$ cat src/rtl/multicycle_control_fsm_pkg.sv
// Shared state encoding, opcode constants and datapath select encodings
// for the multicycle MIPS control FSM.
package multicycle_control_fsm_pkg;

  typedef enum logic [3:0] {
    ST_FETCH     = 4'd0,
    ST_DECODE    = 4'd1,
    ST_MEM_ADDR  = 4'd2,
    ST_MEM_READ  = 4'd3,
    ST_MEM_WB    = 4'd4,
    ST_MEM_WRITE = 4'd5,
    ST_EXECUTE   = 4'd6,
    ST_R_WB      = 4'd7,
    ST_BRANCH    = 4'd8,
    ST_JUMP      = 4'd9,
    ST_ADDI_EX   = 4'd10,
    ST_ADDI_WB   = 4'd11,
    ST_TRAP      = 4'd12
  } state_e;

  localparam logic [5:0] OP_R    = 6'b000000;
  localparam logic [5:0] OP_LW   = 6'b100011;
  localparam logic [5:0] OP_SW   = 6'b101011;
  localparam logic [5:0] OP_BEQ  = 6'b000100;
  localparam logic [5:0] OP_J    = 6'b000010;
  localparam logic [5:0] OP_ADDI = 6'b001000;

  localparam logic [1:0] SRCB_B       = 2'b00;
  localparam logic [1:0] SRCB_FOUR    = 2'b01;
  localparam logic [1:0] SRCB_IMM     = 2'b10;
  localparam logic [1:0] SRCB_IMM_SH2 = 2'b11;

  localparam logic [1:0] ALUOP_ADD   = 2'b00;
  localparam logic [1:0] ALUOP_SUB   = 2'b01;
  localparam logic [1:0] ALUOP_FUNCT = 2'b10;

  localparam logic [1:0] PCSRC_ALU    = 2'b00;
  localparam logic [1:0] PCSRC_ALUOUT = 2'b01;
  localparam logic [1:0] PCSRC_JUMP   = 2'b10;

  typedef struct packed {
    logic       pc_write;
    logic       pc_write_cond;
    logic       ior_d;
    logic       mem_read;
    logic       mem_write;
    logic       ir_write;
    logic       mem_to_reg;
    logic       reg_dst;
    logic       reg_write;
    logic       alu_src_a;
    logic [1:0] alu_src_b;
    logic [1:0] alu_op;
    logic [1:0] pc_source;
    logic       instr_done;
  } ctrl_t;

endpackage

$ cat src/rtl/multicycle_control_fsm_if.sv
// Control/status bundle between the multicycle control FSM (master) and
// the datapath plus shared memory (slave).
interface multicycle_control_fsm_if #(
  parameter int unsigned CNT_W = 32
);
  logic [5:0]       opcode;
  logic             mem_ready;
  logic             pc_write;
  logic             pc_write_cond;
  logic             ior_d;
  logic             mem_read;
  logic             mem_write;
  logic             ir_write;
  logic             mem_to_reg;
  logic             reg_dst;
  logic             reg_write;
  logic             alu_src_a;
  logic [1:0]       alu_src_b;
  logic [1:0]       alu_op;
  logic [1:0]       pc_source;
  logic             instr_done;
  logic [CNT_W-1:0] retired_count;
  logic             illegal_op;
  logic             mem_timeout;

  modport master (
    input  opcode, mem_ready,
    output pc_write, pc_write_cond, ior_d, mem_read, mem_write, ir_write,
           mem_to_reg, reg_dst, reg_write, alu_src_a, alu_src_b, alu_op,
           pc_source, instr_done, retired_count, illegal_op, mem_timeout
  );

  modport slave (
    output opcode, mem_ready,
    input  pc_write, pc_write_cond, ior_d, mem_read, mem_write, ir_write,
           mem_to_reg, reg_dst, reg_write, alu_src_a, alu_src_b, alu_op,
           pc_source, instr_done, retired_count, illegal_op, mem_timeout
  );
endinterface

$ cat src/rtl/multicycle_control_fsm_mem_wait_timer.sv
// Watchdog for memory wait states: counts consecutive cycles without
// mem_ready and flags expiry on the MEM_TIMEOUT-th such cycle (0 disables).
module multicycle_control_fsm_mem_wait_timer #(
  parameter int unsigned MEM_TIMEOUT = 255
) (
  input  logic clk,
  input  logic reset,
  input  logic clear,
  input  logic count_en,
  output logic expired
);

  localparam int unsigned W      = (MEM_TIMEOUT > 32'd1) ? $clog2(MEM_TIMEOUT + 32'd1) : 1;
  localparam logic [W-1:0] LAST  = W'(MEM_TIMEOUT - 32'd1);
  localparam logic         ENABLE = (MEM_TIMEOUT != 32'd0);

  logic [W-1:0] cnt_q;
  logic [W-1:0] cnt_d;

  // Wait-cycle counter register
  always_ff @(posedge clk or negedge reset) begin
    if (!reset) begin
      cnt_q <= '0;
    end else begin
      cnt_q <= cnt_d;
    end
  end

  // Saturating count of waited cycles; LAST is the final permitted value
  always_comb begin
    if (clear) begin
      cnt_d = '0;
    end else if (count_en && (cnt_q != LAST)) begin
      cnt_d = cnt_q + W'(1'b1);
    end else begin
      cnt_d = cnt_q;
    end
  end

  assign expired = ENABLE && count_en && !clear && (cnt_q == LAST);

endmodule

$ cat src/rtl/multicycle_control_fsm.sv
// Main control FSM for the multicycle MIPS datapath: sequences each
// instruction, drives all datapath controls, traps on faults, counts retires.
module multicycle_control_fsm
  import multicycle_control_fsm_pkg::*;
#(
  parameter int unsigned CNT_W       = 32,
  parameter int unsigned MEM_TIMEOUT = 255
) (
  input  logic                     clk,
  input  logic                     reset,
  multicycle_control_fsm_if.master bus
);

  state_e           state_q, state_d;
  logic [CNT_W-1:0] retired_count_q, retired_count_d;
  logic             illegal_op_q, illegal_op_d;
  logic             mem_timeout_q, mem_timeout_d;
  ctrl_t            ctl_s;
  ctrl_t            ctl_out_s;
  logic             mem_wait_s;
  logic             wait_cnt_en_s;
  logic             wait_clear_s;
  logic             wait_expired_s;

  // Entry into a wait state always follows a cleared counter, so clearing
  // whenever we are not stalled gives "clear on entry" for free.
  assign mem_wait_s    = (state_q == ST_FETCH) || (state_q == ST_MEM_READ) ||
                         (state_q == ST_MEM_WRITE);
  assign wait_cnt_en_s = mem_wait_s && !bus.mem_ready;
  assign wait_clear_s  = !wait_cnt_en_s;

  multicycle_control_fsm_mem_wait_timer #(
    .MEM_TIMEOUT(MEM_TIMEOUT)
  ) u_mem_wait_timer (
    .clk     (clk),
    .reset   (reset),
    .clear   (wait_clear_s),
    .count_en(wait_cnt_en_s),
    .expired (wait_expired_s)
  );

  // State, retire counter and sticky fault flags
  always_ff @(posedge clk or negedge reset) begin
    if (!reset) begin
      state_q         <= ST_FETCH;
      retired_count_q <= '0;
      illegal_op_q    <= 1'b0;
      mem_timeout_q   <= 1'b0;
    end else begin
      state_q         <= state_d;
      retired_count_q <= retired_count_d;
      illegal_op_q    <= illegal_op_d;
      mem_timeout_q   <= mem_timeout_d;
    end
  end

  // Next state, per-state control decode, fault capture and retire count
  always_comb begin
    state_d         = state_q;
    ctl_s           = '0;
    illegal_op_d    = illegal_op_q;
    mem_timeout_d   = mem_timeout_q;
    retired_count_d = retired_count_q;
    case (state_q)
      ST_FETCH: begin
        ctl_s.mem_read  = 1'b1;
        ctl_s.alu_src_b = SRCB_FOUR;
        ctl_s.ir_write  = bus.mem_ready;
        ctl_s.pc_write  = bus.mem_ready;
        if (bus.mem_ready) begin
          state_d = ST_DECODE;
        end else if (wait_expired_s) begin
          state_d       = ST_TRAP;
          mem_timeout_d = ~illegal_op_q;
        end else begin
          state_d = ST_FETCH;
        end
      end
      ST_DECODE: begin
        ctl_s.alu_src_b = SRCB_IMM_SH2;
        case (bus.opcode)
          OP_LW, OP_SW: state_d = ST_MEM_ADDR;
          OP_R:         state_d = ST_EXECUTE;
          OP_BEQ:       state_d = ST_BRANCH;
          OP_J:         state_d = ST_JUMP;
          OP_ADDI:      state_d = ST_ADDI_EX;
          default: begin
            state_d      = ST_TRAP;
            illegal_op_d = ~mem_timeout_q;
          end
        endcase
      end
      ST_MEM_ADDR: begin
        ctl_s.alu_src_a = 1'b1;
        ctl_s.alu_src_b = SRCB_IMM;
        if (bus.opcode == OP_LW) begin
          state_d = ST_MEM_READ;
        end else if (bus.opcode == OP_SW) begin
          state_d = ST_MEM_WRITE;
        end else begin
          state_d      = ST_TRAP;
          illegal_op_d = ~mem_timeout_q;
        end
      end
      ST_MEM_READ: begin
        ctl_s.mem_read = 1'b1;
        ctl_s.ior_d    = 1'b1;
        if (bus.mem_ready) begin
          state_d = ST_MEM_WB;
        end else if (wait_expired_s) begin
          state_d       = ST_TRAP;
          mem_timeout_d = ~illegal_op_q;
        end else begin
          state_d = ST_MEM_READ;
        end
      end
      ST_MEM_WB: begin
        ctl_s.mem_to_reg = 1'b1;
        ctl_s.reg_write  = 1'b1;
        ctl_s.instr_done = 1'b1;
        state_d          = ST_FETCH;
      end
      ST_MEM_WRITE: begin
        ctl_s.mem_write  = 1'b1;
        ctl_s.ior_d      = 1'b1;
        ctl_s.instr_done = bus.mem_ready;
        if (bus.mem_ready) begin
          state_d = ST_FETCH;
        end else if (wait_expired_s) begin
          state_d       = ST_TRAP;
          mem_timeout_d = ~illegal_op_q;
        end else begin
          state_d = ST_MEM_WRITE;
        end
      end
      ST_EXECUTE: begin
        ctl_s.alu_src_a = 1'b1;
        ctl_s.alu_src_b = SRCB_B;
        ctl_s.alu_op    = ALUOP_FUNCT;
        state_d         = ST_R_WB;
      end
      ST_R_WB: begin
        ctl_s.reg_dst    = 1'b1;
        ctl_s.reg_write  = 1'b1;
        ctl_s.instr_done = 1'b1;
        state_d          = ST_FETCH;
      end
      ST_BRANCH: begin
        ctl_s.alu_src_a     = 1'b1;
        ctl_s.alu_src_b     = SRCB_B;
        ctl_s.alu_op        = ALUOP_SUB;
        ctl_s.pc_write_cond = 1'b1;
        ctl_s.pc_source     = PCSRC_ALUOUT;
        ctl_s.instr_done    = 1'b1;
        state_d             = ST_FETCH;
      end
      ST_JUMP: begin
        ctl_s.pc_write   = 1'b1;
        ctl_s.pc_source  = PCSRC_JUMP;
        ctl_s.instr_done = 1'b1;
        state_d          = ST_FETCH;
      end
      ST_ADDI_EX: begin
        ctl_s.alu_src_a = 1'b1;
        ctl_s.alu_src_b = SRCB_IMM;
        ctl_s.alu_op    = ALUOP_ADD;
        state_d         = ST_ADDI_WB;
      end
      ST_ADDI_WB: begin
        ctl_s.reg_write  = 1'b1;
        ctl_s.instr_done = 1'b1;
        state_d          = ST_FETCH;
      end
      ST_TRAP: begin
        state_d = ST_TRAP;
      end
      default: begin
        state_d = ST_TRAP;
      end
    endcase

    if (ctl_s.instr_done) begin
      retired_count_d = retired_count_q + CNT_W'(1'b1);
    end else begin
      retired_count_d = retired_count_q;
    end
  end

  // Reset parks the state in FETCH, whose decode is non-zero, so gate here.
  assign ctl_out_s = reset ? ctl_s : '0;

  assign bus.pc_write      = ctl_out_s.pc_write;
  assign bus.pc_write_cond = ctl_out_s.pc_write_cond;
  assign bus.ior_d         = ctl_out_s.ior_d;
  assign bus.mem_read      = ctl_out_s.mem_read;
  assign bus.mem_write     = ctl_out_s.mem_write;
  assign bus.ir_write      = ctl_out_s.ir_write;
  assign bus.mem_to_reg    = ctl_out_s.mem_to_reg;
  assign bus.reg_dst       = ctl_out_s.reg_dst;
  assign bus.reg_write     = ctl_out_s.reg_write;
  assign bus.alu_src_a     = ctl_out_s.alu_src_a;
  assign bus.alu_src_b     = ctl_out_s.alu_src_b;
  assign bus.alu_op        = ctl_out_s.alu_op;
  assign bus.pc_source     = ctl_out_s.pc_source;
  assign bus.instr_done    = ctl_out_s.instr_done;
  assign bus.retired_count = retired_count_q;
  assign bus.illegal_op    = illegal_op_q;
  assign bus.mem_timeout   = mem_timeout_q;

endmodule
$ cat src/flat_wrapper.sv
// flat-port wrapper written by rule: the top's interface ports become plain ports
module multicycle_control_fsm_flat import multicycle_control_fsm_pkg::*;
#(
  parameter int unsigned CNT_W       = 32,
  parameter int unsigned MEM_TIMEOUT = 255
)
  (clk, reset, bus_opcode, bus_mem_ready, bus_pc_write, bus_pc_write_cond, bus_ior_d, bus_mem_read, bus_mem_write, bus_ir_write, bus_mem_to_reg, bus_reg_dst, bus_reg_write, bus_alu_src_a, bus_alu_src_b, bus_alu_op, bus_pc_source, bus_instr_done, bus_retired_count, bus_illegal_op, bus_mem_timeout);
  multicycle_control_fsm_if #(.CNT_W(CNT_W)) bus_i ();
  input  logic clk;
  input  logic reset;
  input wire logic [$bits(bus_i.opcode)-1:0] bus_opcode;
  input wire logic [$bits(bus_i.mem_ready)-1:0] bus_mem_ready;
  output wire logic [$bits(bus_i.pc_write)-1:0] bus_pc_write;
  output wire logic [$bits(bus_i.pc_write_cond)-1:0] bus_pc_write_cond;
  output wire logic [$bits(bus_i.ior_d)-1:0] bus_ior_d;
  output wire logic [$bits(bus_i.mem_read)-1:0] bus_mem_read;
  output wire logic [$bits(bus_i.mem_write)-1:0] bus_mem_write;
  output wire logic [$bits(bus_i.ir_write)-1:0] bus_ir_write;
  output wire logic [$bits(bus_i.mem_to_reg)-1:0] bus_mem_to_reg;
  output wire logic [$bits(bus_i.reg_dst)-1:0] bus_reg_dst;
  output wire logic [$bits(bus_i.reg_write)-1:0] bus_reg_write;
  output wire logic [$bits(bus_i.alu_src_a)-1:0] bus_alu_src_a;
  output wire logic [$bits(bus_i.alu_src_b)-1:0] bus_alu_src_b;
  output wire logic [$bits(bus_i.alu_op)-1:0] bus_alu_op;
  output wire logic [$bits(bus_i.pc_source)-1:0] bus_pc_source;
  output wire logic [$bits(bus_i.instr_done)-1:0] bus_instr_done;
  output wire logic [$bits(bus_i.retired_count)-1:0] bus_retired_count;
  output wire logic [$bits(bus_i.illegal_op)-1:0] bus_illegal_op;
  output wire logic [$bits(bus_i.mem_timeout)-1:0] bus_mem_timeout;
  assign bus_i.opcode = bus_opcode;
  assign bus_i.mem_ready = bus_mem_ready;
  assign bus_pc_write = bus_i.pc_write;
  assign bus_pc_write_cond = bus_i.pc_write_cond;
  assign bus_ior_d = bus_i.ior_d;
  assign bus_mem_read = bus_i.mem_read;
  assign bus_mem_write = bus_i.mem_write;
  assign bus_ir_write = bus_i.ir_write;
  assign bus_mem_to_reg = bus_i.mem_to_reg;
  assign bus_reg_dst = bus_i.reg_dst;
  assign bus_reg_write = bus_i.reg_write;
  assign bus_alu_src_a = bus_i.alu_src_a;
  assign bus_alu_src_b = bus_i.alu_src_b;
  assign bus_alu_op = bus_i.alu_op;
  assign bus_pc_source = bus_i.pc_source;
  assign bus_instr_done = bus_i.instr_done;
  assign bus_retired_count = bus_i.retired_count;
  assign bus_illegal_op = bus_i.illegal_op;
  assign bus_mem_timeout = bus_i.mem_timeout;
  multicycle_control_fsm #(.CNT_W(CNT_W), .MEM_TIMEOUT(MEM_TIMEOUT)) u_core (.clk(clk), .reset(reset), .bus(bus_i));
endmodule
$ cat config.mk
export PLATFORM = sky130hd
export DESIGN_NAME = multicycle_control_fsm_flat
export DESIGN_NICKNAME = d
export VERILOG_FILES = /design/src/rtl/multicycle_control_fsm_pkg.sv /design/src/rtl/multicycle_control_fsm_if.sv /design/src/rtl/multicycle_control_fsm_mem_wait_timer.sv /design/src/rtl/multicycle_control_fsm.sv /design/src/flat_wrapper.sv
export SDC_FILE = /design/constraint.sdc
export NUM_CORES = 1
export LEC_CHECK = 0
export BUFFER_PORTS_ARGS = -buffer_cell sky130_fd_sc_hd__buf_2
export CAP_MARGIN = 20
export CORE_MARGIN = 3
export CORE_UTILIZATION = 35
export DETAILED_ROUTE_END_ITERATION = 6
export GPL_ROUTABILITY_DRIVEN = 1
export PLACE_DENSITY = 0.58
export SLEW_MARGIN = 20
export SYNTH_ARGS = -nofsm -noshare
export SYNTH_HDL_FRONTEND = slang
export SYNTH_SLANG_ARGS = --single-unit
$ cat constraint.sdc
create_clock -name clk -period 2.4 [get_ports clk]
set_input_delay 0.12 -clock clk [delete_from_list [all_inputs] [get_ports clk]]
set_output_delay 0.12 -clock clk [all_outputs]
set_load 0.03 [all_outputs]
; After elaboration in Yosys (flattened, before gate mapping)
; Index checks and enable logic that the tools add are counted.
[totals]
regBits = 46
elab_cells = 83
[classes]
addsub = 2
eq_ne = 22
mux = 31
bitwise_logic = 3
reduce_logical = 20
[ops]
columns = op, n
row1 = $add 32x1->32 const B, 1
row2 = $mux 4, 8
row3 = $pmux 4 s8, 1
row4 = $pmux 4 s5, 1
row5 = $mux 17, 1
row6 = $eq 4x3->1 const B, 4
row7 = $eq 4x4->1 const B, 4
row8 = $mux 8, 2
row9 = $eq 6x6->1 const B, 2
row10 = $mux 1, 12
row11 = $add 8x1->8 const B, 1
row12 = $eq 4x2->1 const B, 2
row13 = $eq 8x8->1 const B, 1
row14 = $ne 8x8->1 const B, 1
row15 = $pmux 2 s2, 2
row16 = $reduce_or 2->1, 4
row17 = $eq 6x2->1 const B, 1
row18 = $eq 6x3->1 const B, 1
row19 = $eq 6x4->1 const B, 1
row20 = $logic_not 6->1, 1
row21 = $ne 2x2->1 const B, 3
row22 = $pmux 1 s2, 3
row23 = $pmux 2 s3, 1
row24 = $reduce_or 3->1, 2
row25 = 13 further kinds, 18

; Logic depth before layout (Yosys ltp)
; Gate-level depths: netlist of run 1.
[depth]
ltp_word = 8
ltp_mapped = 8
mapped_depth_nobuf = 7

; By module
; Synthesis of run 1 repeated with hierarchy kept, for this count alone.
[unflattened]
cells_unflattened = 280
hier_area_um2 = 2696.3
[by_module_without_submodules]
columns = mod, n_inst, cells_per_inst, area_per_inst_um2
row1 = multicycle_control_fsm, 1, 229, 2200.9
row2 = multicycle_control_fsm_mem_wait_timer, 1, 51, 495.5

; Worst setup path after synthesis of run 1
; Ideal clock, no wire load.
[synth_path]
path_kind = register to output
startpoint = register u_core.state_q[3]
endpoint = output bus_alu_op[0]
arrival_time_ns = 1.850
t_required_ns = 2.280
path_slack_ns = 0.430
stages_incl_launch_ff = 5
path_buffers = 2
path_cell_list = dfrtp_1 -> clkbuf_1 -> nand3_1 -> nor3_1 -> buf_4
[synth_via]
elab_chain_len = 3
elab_cells_between_ends = 4
classes_between = eq/ne: 2 / mux: 2
[synth_lines]
columns = element, line
row1 = start: declaration, multicycle_control_fsm.sv:14  ; state_e state_q, state_d;
row2 = start signal: assignment, multicycle_control_fsm.sv:50  ; state_q <= state_d;
row3 = $eq 4x4->1 or $eq 4x3->1 (tied branches), multicycle_control_fsm.sv:64  ; case (state_q)
row4 = $pmux 2 s2 *, multicycle_control_fsm.sv:64
row5 = $mux 17 *, multicycle_control_fsm.sv:190  ; assign ctl_out_s = reset ? ctl_s : '0;
row6 = end: declaration, flat_wrapper.sv:24  ; output wire logic [$bits(bus_i.alu_op)-1:0] bus_alu_op;
; Mark *: on every way between the ends. The rest lies on a longest branch, timed or not.

; Final worst setup path of run 1
[layout_path]
startpoint = register u_core.state_q[2]
endpoint = output bus_instr_done
[layout_via]
elab_chain_len = 4
elab_cells_between_ends = 9
classes_between = eq/ne: 6 / mux: 2 / reduce/logical: 1
[layout_lines]
columns = element, line
row1 = $eq 4x4->1 or $eq 4x3->1 (tied branches), multicycle_control_fsm.sv:64
row2 = $reduce_or 5->1 (no line), -
row3 = $pmux 1 s2 *, multicycle_control_fsm.sv:64
row4 = $mux 17 *, multicycle_control_fsm.sv:190
row5 = end: declaration, flat_wrapper.sv:26  ; output wire logic [$bits(bus_i.instr_done)-1:0] bus_instr_done;
; Marked as above.

==> flow_summary.ini, run 1 <==
[outcome]
status = finished clean

[detailed_routing]
post_drt_wl_per_cell_um = 13.5
dr_total_vias = 2160
finalWirelength_mm = 5.80
antenna_left = 0
vias_per_cell = 5.02
drt_iter0_drc = 89
drc = 0
firstDrtPassIters = 5

[clock_tree]
cts_root_buf = clkbuf_8
cts_hold_buf = 1
htreeDepth = 2
clkLatencyLatePin_ns = 0.29
cts_resized = 0
cts_tree = done
cts.sinks = 46
cts_buffers = 5
clk_path_buf_depth = 2
clk_pin_slew_worst_paths_ns = 0.08
postCtsSetupRepairBufs = 0

[synth]
yosysMostFrequentCell = dfrtp_1
synth_edf_count = 0
netlist.top_cell.by_area = dfrtp_1
synth_common_cells = dfrtp_1, xnor2_1, nor2_1
async_flop_share = 1.00
yosysSeqAreaShare = 0.437
synth_cell_types = 53
syn_nets = 275
yosys_warnings = 0
syn_area_per_cell_um2 = 10.0
yosys-top-cells-area = dfrtp_1, xnor2_1, nor2_1
yosysTopAreaCellShare = 0.437
synthCells = 263
synth-seq-cells = 46
netlist_area_mm2 = 0.00264
synth_ff_type = dfrtp_1

[floorplanning]
coreArea_mm2 = 0.00729
die_y_um = 92.8
num_rows = 31
die_x_um = 92.8
initial_core_util = 0.361
pin_count = 60
fp.dieArea_mm2 = 0.00861

[timing]
max_slew_margin = 0.669
finalCriticalPeriod_ns = 2.05
worst_slew_pin_slew_ns = 0.492
holdWs_ns = 0.248
clock.fmax_ghz = 0.487
finalHoldViolations = 0
final_max_slew_viol_count = 0
finalCritPeriodShare = 0.855
setup-tns-final_ns = 0
rsz0062_at_grt = no
finalSetupViolations = 0
finalClockSkew_ns = 0.00770

[critical_path]
crit_path_max_incr_delay_ns = 0.60
cp.required_ns = 2.28
critPathLaunchType = register
worst-path-max-fanout = 13
cp-end-kind = primary output
path_cells = nor2_1 -> buf_4 -> nor3_2 -> and2_1 -> buf_2
critPathTopFamily = simple AND/OR/NAND/NOR gates
worstSetupPathType = register to primary output
cp.arrival_ns = 1.93
path_buf_inv = 2
cp_slowest_cell = dfrtp_1

[worst_hold_path]
hold_path.class = input pin to register

[layout]
drive_gt1_frac = 0.281
ff_latch_area_mm2 = 0.00115
syn_to_final_growth_pct = 21.9
multi_input_area_mm2 = 0.00141
nets = 342
fill_cells = 730
diodes = 0

[global_routing]
overflow = 0
grt_pass1_wl_mm = 9.61
grt_max_degree = 34
grt_pass1_vias = 2052
antenna_found_initial = 0
track_usage = 0.136

[run]
max_cap_viol_count = 0

[power_and_ir_drop]
leakagePower_uw = 0.00154
power-per-cell-area_mw_per_mm2 = 475
vdd_drop_max_uv = 239

[place]
gp_congestion = 0.816
dp_hpwl_mm = 4.38
portBuffers = 59
per-layer routing:
layer | wire [um] | GRT usage
met1 | 2820 | 0.191
met2 | 2590 | 0.211
met3 | 373 | 0.0325
met4 | 24 | 0.0305
met5 | 0 | 0
layout make-up:
cell class | instances | share of cell area
Clock buffer | 6 | 0.0257
Clock inverter | 2 | 0.0187
Inverter | 3 | 0.00351
Multi-Input combinational cell | 205 | 0.439
Sequential cell | 46 | 0.358
Tap cell | 99 | 0.0386
Timing Repair Buffer | 69 | 0.116
power breakdown:
group	switching [uW]	internal, uW
Sequential	0	774
Combinational	29.0	13.1
Clock	264	444
cells in the final DEF, fill, tap and decap left out, types with 2 or more instances in the layout:
cell / Yosys / layout
and3_1: 10 / 10
nor4_4: 2 / 2
nand3_1: 16 / 16
and4_1: 3 / 3
nor2_1: 24 / 24
nor3_1: 9 / 9
dfrtp_1: 46 / 46
xnor2_1: 28 / 28
nand2_1: 21 / 21
nand4_1: 10 / 10
nor2b_1: 7 / 7
buf_2: 2 / 59
or2_2: 3 / 3
xor2_1: 8 / 8
inv_1: 3 / 3
o31ai_1: 2 / 2
clkbuf_8: 0 / 6
nand2b_1: 6 / 6
or3_1: 4 / 4
o32ai_1: 2 / 2
o21ai_1: 3 / 3
and2_1: 3 / 3
bufinv_16: 0 / 2
o21ai_0: 4 / 4
a31oi_1: 2 / 2
buf_4: 1 / 9
ha_1: 3 / 3
nor4_1: 2 / 2
nand3_2: 6 / 6
a21oi_1: 4 / 4
registers in the layout (all words and copies together) (netlist names):
| name | count |
|---|---|
| u_core.bus.mem_timeout | 1 |
| u_core.bus.illegal_op | 1 |
| u_core.bus.retired_count | 32 |
| u_core.state_q | 4 |
| u_core.u_mem_wait_timer.cnt_q | 8 |
cell families after synthesis:
kind of cell | after synthesis | share of synthesized area
multiplexers | 2 | 0.00807
adder cells (fa/ha/maj) | 4 | 0.0180
buffers and inverters | 12 | 0.0280
AND/OR/NAND/NOR | 134 | 0.305
AO/OA/AOI/OAI | 29 | 0.0845
XOR/XNOR | 36 | 0.120
flip-flops | 46 | 0.437
stage by stage:
stage / cells / total power (uW) / util / worst slack, ns / cell area (um^2)
6_report: 430 / 1520 / 0.440 / 0.349 / 3210
4_1_cts: 430 / 1550 / 0.440 / 0.327 / 3210
5_1_grt: 430 / 1580 / 0.440 / 0.183 / 3210
2_1_floorplan: 263 / 800 / - / 0.430 / 2640
3_3_place_gp: 421 / 831 / 0.420 / 0.511 / 3060
3_5_place_dp: 421 / 832 / 0.420 / 0.493 / 3060
final timing paths:
kind                                              startpoint                          endpoint  slack, ns  cells after the start
min in group asynchronous                              reset  u_core.u_mem_wait_timer.cnt_q[5]       0.46                      3
max in group asynchronous                              reset      u_core.bus.retired_count[29]       1.28                      4
worst min register to register  u_core.bus.retired_count[31]      u_core.bus.retired_count[31]       0.47                      1
worst max register to register             u_core.state_q[1]      u_core.bus.retired_count[29]       0.50                      5
worst max-delay path                       u_core.state_q[2]                    bus_instr_done       0.35                      5
worst min-delay path                           bus_opcode[1]                 u_core.state_q[0]       0.25                      3
worst reg2reg max path: cells and delay by family (launching register included):
kind | cells | cell delay, ns
DFF | 1 | 0.49
xor gates and xnor gates | 1 | 0.15
and+or+nand+nor | 4 | 1.15
Power figures use the tool's default switching activity.
==> inputs of run 2 (changes only) <==
- ABC_AREA: unset -> 1
- MAX_ROUTING_LAYER: unset -> met4
- PLACE_DENSITY: 0.58 -> 0.57
==> run 2 against run 1 <==
Effect of this change:
- critical path depth increased by 3
- sequential share of layout area decreased by 3.6 points
- die area increased by 16%
- first-iteration DRC count increased by 25%
- clock power decreased by 18%
- critical path type unchanged
- combinational power increased by 5.2%
- synthesized cell count increased by 77%
- register-to-register slack improved by 0.09 ns
- clock-buffer cell count unchanged
- routed wire length increased by 35%
- highest routed layer unchanged
==> flow_summary.ini, run 2 <==
[outcome]
status = finished clean

[critical_path]
cp.required_ns = 2.28
cp-end-kind = primary output
critPathLaunchType = register
timing.rr.start = u_core.state_q[3]
r2r_slack_ns = 0.59
critPathLaunch = u_core.state_q[3]
worstSetupPathType = register to primary output
cp.arrival_ns = 1.88
worst-path-max-fanout = 15

[detailed_routing]
vias_per_cell = 4.79
dr_total_vias = 3027
finalWirelength_mm = 7.80
antenna_left = 0
drt_iter0_drc = 111
drc = 0
post_drt_wl_per_cell_um = 12.3
firstDrtPassIters = 5

[global_routing]
use_met3 = 0.0243
grt_pass1_vias = 2680
grt_pass1_wl_mm = 13.0
antenna_found_initial = 0
grtUsageMet1 = 0.238
busiest_layer = met2
overflow = 0
track_usage = 0.165
grt_max_degree = 47
grtUsageMet2 = 0.243

[timing]
finalCritPeriodShare = 0.835
setup_slack_ns = 0.395
rsz0062_at_grt = no
max_slew_margin = 0.601
setup-tns-final_ns = 0
finalCriticalPeriod_ns = 2.00
clock.fmax_ghz = 0.499
worst_slew_pin_slew_ns = 0.598
final_max_slew_viol_count = 0
finalClockSkew_ns = 0.0153
finalHoldViolations = 0
finalSetupViolations = 0

[layout]
syn_to_final_growth_pct = 15.8
final_cell_count_no_fill = 632
fill_cells = 893
nets = 538
drive_gt1_frac = 0.159
largest_register_ffs = 32
fin_area_mm2 = 0.00357
diodes = 0
mostFrequentLayoutCell = nand2_1
layout_common_cells = nand2_1, nor2_1, buf_2

[synth]
synthCells = 465
yosysSeqAreaShare = 0.373
async_flop_share = 1.00
synth_ff_type = dfrtp_1
yosys_warnings = 0
yosysTopAreaCellShare = 0.373
syn_area_per_cell_um2 = 6.64
synth_cell_types = 30
syn_nets = 477
netlist_area_mm2 = 0.00309
synth_edf_count = 0
yosys-top-cells-area = dfrtp_1, nand2_1, nor2_1
synth-seq-cells = 46
netlist.top_cell.by_area = dfrtp_1
yosysMostFrequentCell = nand2_1
synth_common_cells = nand2_1, nor2_1, inv_1

[place]
dp_hpwl_mm = 6.10
dp_slack_ns = 0.613
portBuffers = 59
placed_cell_area_mm2 = 0.00345
dp.cells = 623
gp_congestion = 0.910

[floorplanning]
initial_core_util = 0.368
fp.dieArea_mm2 = 0.00998
die_x_um = 99.9
pin_count = 60
die_y_um = 99.9
coreArea_mm2 = 0.00838
num_rows = 33

[power_and_ir_drop]
vdd_drop_max_uv = 239
leakagePower_uw = 0.00182
power-per-cell-area_mw_per_mm2 = 392

[clock_tree]
htreeDepth = 2
cts_buffers = 5
cts.sinks = 46
clkLatencyLatePin_ns = 0.30
clk_path_buf_depth = 2
cts_root_buf = clkbuf_8
clk_pin_slew_worst_paths_ns = 0.09
cts_tree = done
cts_resized = 0

[worst_hold_path]
hold_path.class = input pin to register
min-delay-start = bus_opcode[2]

[run]
max_cap_viol_count = 0
==> run 2: cell types whose count changed after synthesis, sizes merged, moves of 10 or more <==
cell   change
and3      -10
xnor2     -17
nand3     +10
nand2    +148
inv       +52
nor2      +53
==> run 2: final cells by class <==
type | instances | area [um^2] | share of cell area
inverters | 55 | 206 | 0.0578
multi-input cells | 356 | 1650 | 0.463
flip-flops and latches | 46 | 1150 | 0.322
repair buffers | 62 | 320 | 0.0897
clock inverters | 2 | 37.5 | 0.0105
well taps | 105 | 131 | 0.0368
clock buffers | 6 | 72.6 | 0.0203
==> run 2: cells by family (layout without fill, tap and decap cells) <==
group                    after synthesis  in the layout  share of synthesized area
buffers and inverters                 63            125                     0.0912
AND/OR/NAND/NOR                      305            305                      0.417
XOR/XNOR                              19             19                     0.0539
AO/OA/AOI/OAI                         29             29                     0.0527
flip-flops                            46             46                      0.373
adder cells (fa/ha/maj)                3              3                     0.0122
==> run 2: metrics by stage <==
step	utilization	power [uW]	hold WS, ns
final	0.426	1400	0.198
after global routing	0.426	1460	0.214
after CTS	0.426	1420	0.189
after detailed placement	0.412	835	0.278
after global placement	0.412	834	0.279
after floorplan	-	805	-0.176
==> run 2: repair_timing <==
action	4_1_cts	5_1_grt
hold endpoints to repair	46	0
hold buffers	1	0
buffers inserted	0	0
==> run 2: final timing paths <==
| check | endpoint | cells after the start |
|---|---|---|
| worst max register to register | u_core.bus.retired_count[19] | 9 |
| worst min-delay path | u_core.state_q[1] | 4 |
| max in group asynchronous | u_core.bus.retired_count[6] | 3 |
| worst min register to register | u_core.bus.mem_timeout | 1 |
| worst max-delay path | bus_instr_done | 8 |
| min in group asynchronous | u_core.u_mem_wait_timer.cnt_q[4] | 3 |
==> run 2: metal layers <==
layer | part of all wire | vias to the layer above
li1 | - | 1576
met5 | 0 | -
met2 | 0.42 | 78
met1 | 0.52 | 1366
met4 | 0.012 | 0
met3 | 0.048 | 7
==> run 2: power breakdown <==
group | internal (uW) | switching, uW
combinational | 10.9 | 33.4
sequential | 774 | 0
clock | 311 | 269
total | 1100 | 303
==> run 2: critical path, cell delays in order (launching register included) <==
cell,delay [ns]
dfrtp_1,0.49
inv_2,0.07
nand2_2,0.13
nand2_1,0.07
nand2_1,0.11
nand3_2,0.07
inv_1,0.35
nor2_1,0.09
buf_2,0.20
==> inputs of run 3 (changes only) <==
- PLACE_DENSITY: 0.57 -> 0.59
- clock period: 2.4 -> 1.7 ns (I/O delays scaled with it)
==> run 3 against run 2 <==
Effect of this change:
- hold slack got worse by 0.052 ns
- power increased by 44%
- sequential share of layout area decreased by 2.6 points
- design area increased by 9.0%
- critical path depth decreased by 3
- clock skew decreased by 0.0035 ns
- sequential cell count unchanged
- die area unchanged
- clock power increased by 47%
- setup slack got worse by 0.37 ns
- utilization increased by 3.8 points
- clock-buffer cell count decreased by 1
- critical endpoint is now bus_mem_write
==> flow_summary.ini, run 3 (same netlist as run 2, synthesis figures left out) <==
[place]
dp.cells = 632
gp_congestion = 0.877
dp_hpwl_mm = 6.39
placed_cell_area_mm2 = 0.00353
portBuffers = 59

[floorplanning]
pin_count = 60
initial_core_util = 0.368
coreArea_mm2 = 0.00838
num_rows = 33
die_y_um = 99.9
fp.dieArea_mm2 = 0.00998
die_x_um = 99.9

[layout]
fin_area_mm2 = 0.00389
diodes = 0
mostFrequentLayoutCell = nand2_1
largest_register_ffs = 32
syn_to_final_growth_pct = 26.2
layout_common_cells = nand2_1, nor2_1, buf_2
drive_gt1_frac = 0.243
nets = 558
final_cell_count_no_fill = 652

[worst_hold_path]
hold_depth = 4
whs_endpoint = u_core.state_q[1]
hold_path.class = input pin to register
min-delay-start = bus_opcode[2]

[timing]
setup-tns-final_ns = 0
finalHoldViolations = 0
finalCritPeriodShare = 0.982
finalClockSkew_ns = 0.0118
worst_slew_pin_slew_ns = 0.605
finalCriticalPeriod_ns = 1.67
finalSetupViolations = 0
final_max_slew_viol_count = 0
clock.fmax_ghz = 0.599
max_slew_margin = 0.597
rsz0062_at_grt = yes

[clock_tree]
cts_buffers = 5
clkLatencyLatePin_ns = 0.31
htreeDepth = 2
cts.sinks = 46
clk_pin_slew_worst_paths_ns = 0.10
clk_path_buf_depth = 2
cts_root_buf = clkbuf_8
cts_tree = done

[global_routing]
grt_pass1_wl_mm = 14.2
grt_max_degree = 47
overflow = 0
track_usage = 0.178
antenna_found_initial = 0
grt_pass1_vias = 2939

[critical_path]
cp-end-kind = primary output
r2r_slack_ns = 0.06
cp.arrival_ns = 1.58
worstSetupPathType = input pin to primary output
cp.required_ns = 1.62
timing.rr.start = u_core.state_q[0]
r2r-end = u_core.state_q[3]
worst-path-max-fanout = 16
rr_worst_depth = 10
critPathLaunchType = input pin

[detailed_routing]
antenna_left = 0
post_drt_wl_per_cell_um = 13.2
dr_total_vias = 3157
firstDrtPassIters = 4
vias_per_cell = 4.84
finalWirelength_mm = 8.60
drt_iter0_drc = 136
drc = 0

[power_and_ir_drop]
vdd_drop_max_uv = 294
leakagePower_uw = 0.00195
power-per-cell-area_mw_per_mm2 = 516

[outcome]
status = finished clean

[run]
max_cap_viol_count = 0
[run 3: how the worst max path moves through the flow]
stage | startpoint | endpoint | depth (start not counted)
2_1_floorplan | u_core.bus.retired_count[1] | u_core.bus.retired_count[26] | 8
3_3_place_gp | u_core.state_q[2] | bus_instr_done | 8
3_5_place_dp | u_core.state_q[2] | bus_instr_done | 8
4_1_cts | u_core.state_q[1] | bus_pc_write | 7
5_1_grt | u_core.state_q[3] | bus_instr_done | 8
6_report | reset | bus_mem_write | 5
[run 3: timing repair]
action                     CTS  global route
resized for setup           16            32
pin swaps                    5             7
buffers inserted             6             4
gates cloned                 0             1
hold endpoints to repair    46             0
hold buffers                 1             0
setup endpoints to repair    5            35
[run 3: final cells by class]
cell class	count	area, um^2
Fill cell	840	4490
Clock inverter	3	45.0
Inverter	55	210
Clock buffer	5	68.8
Timing Repair Buffer	82	527
Multi-Input combinational cell	356	1760
Sequential cell	46	1150
Tap cell	105	131
[run 3: critical path: stages]
cell and delay (ns):
dlygate4sd3_1 0.52, buf_2 0.13, inv_1 0.24, nor3_1 0.35
buf_2 0.26
[run 3: through the flow]
step	utilization	power, uW	hold slack, ns	worst slack (ns)
detailed placement	0.422	1180	0.285	0.0882
CTS	0.448	2030	0.141	0.000175
global route	0.464	2090	0.167	-0.0829
floorplan	-	1140	-0.211	0.0136
finish	0.464	2010	0.146	0.0301
global placement	0.422	1180	0.289	0.138
[run 3: power by group]
group / total, uW / switching (uW) / internal, uW
registers: 1090 / 0 / 1090
logic: 64.6 / 49.1 / 15.5
clock network: 851 / 413 / 438
total: 2010 / 462 / 1550
[run 3: per-layer routing]
| metal | routed length (um) | global-route usage | vias up |
|---|---|---|---|
| met5 | 0 | - | - |
| met4 | 106 | 0.0378 | 0 |
| met3 | 388 | 0.0264 | 10 |
| met2 | 3810 | 0.280 | 81 |
| met1 | 4300 | 0.245 | 1452 |
| li1 | - | - | 1614 |
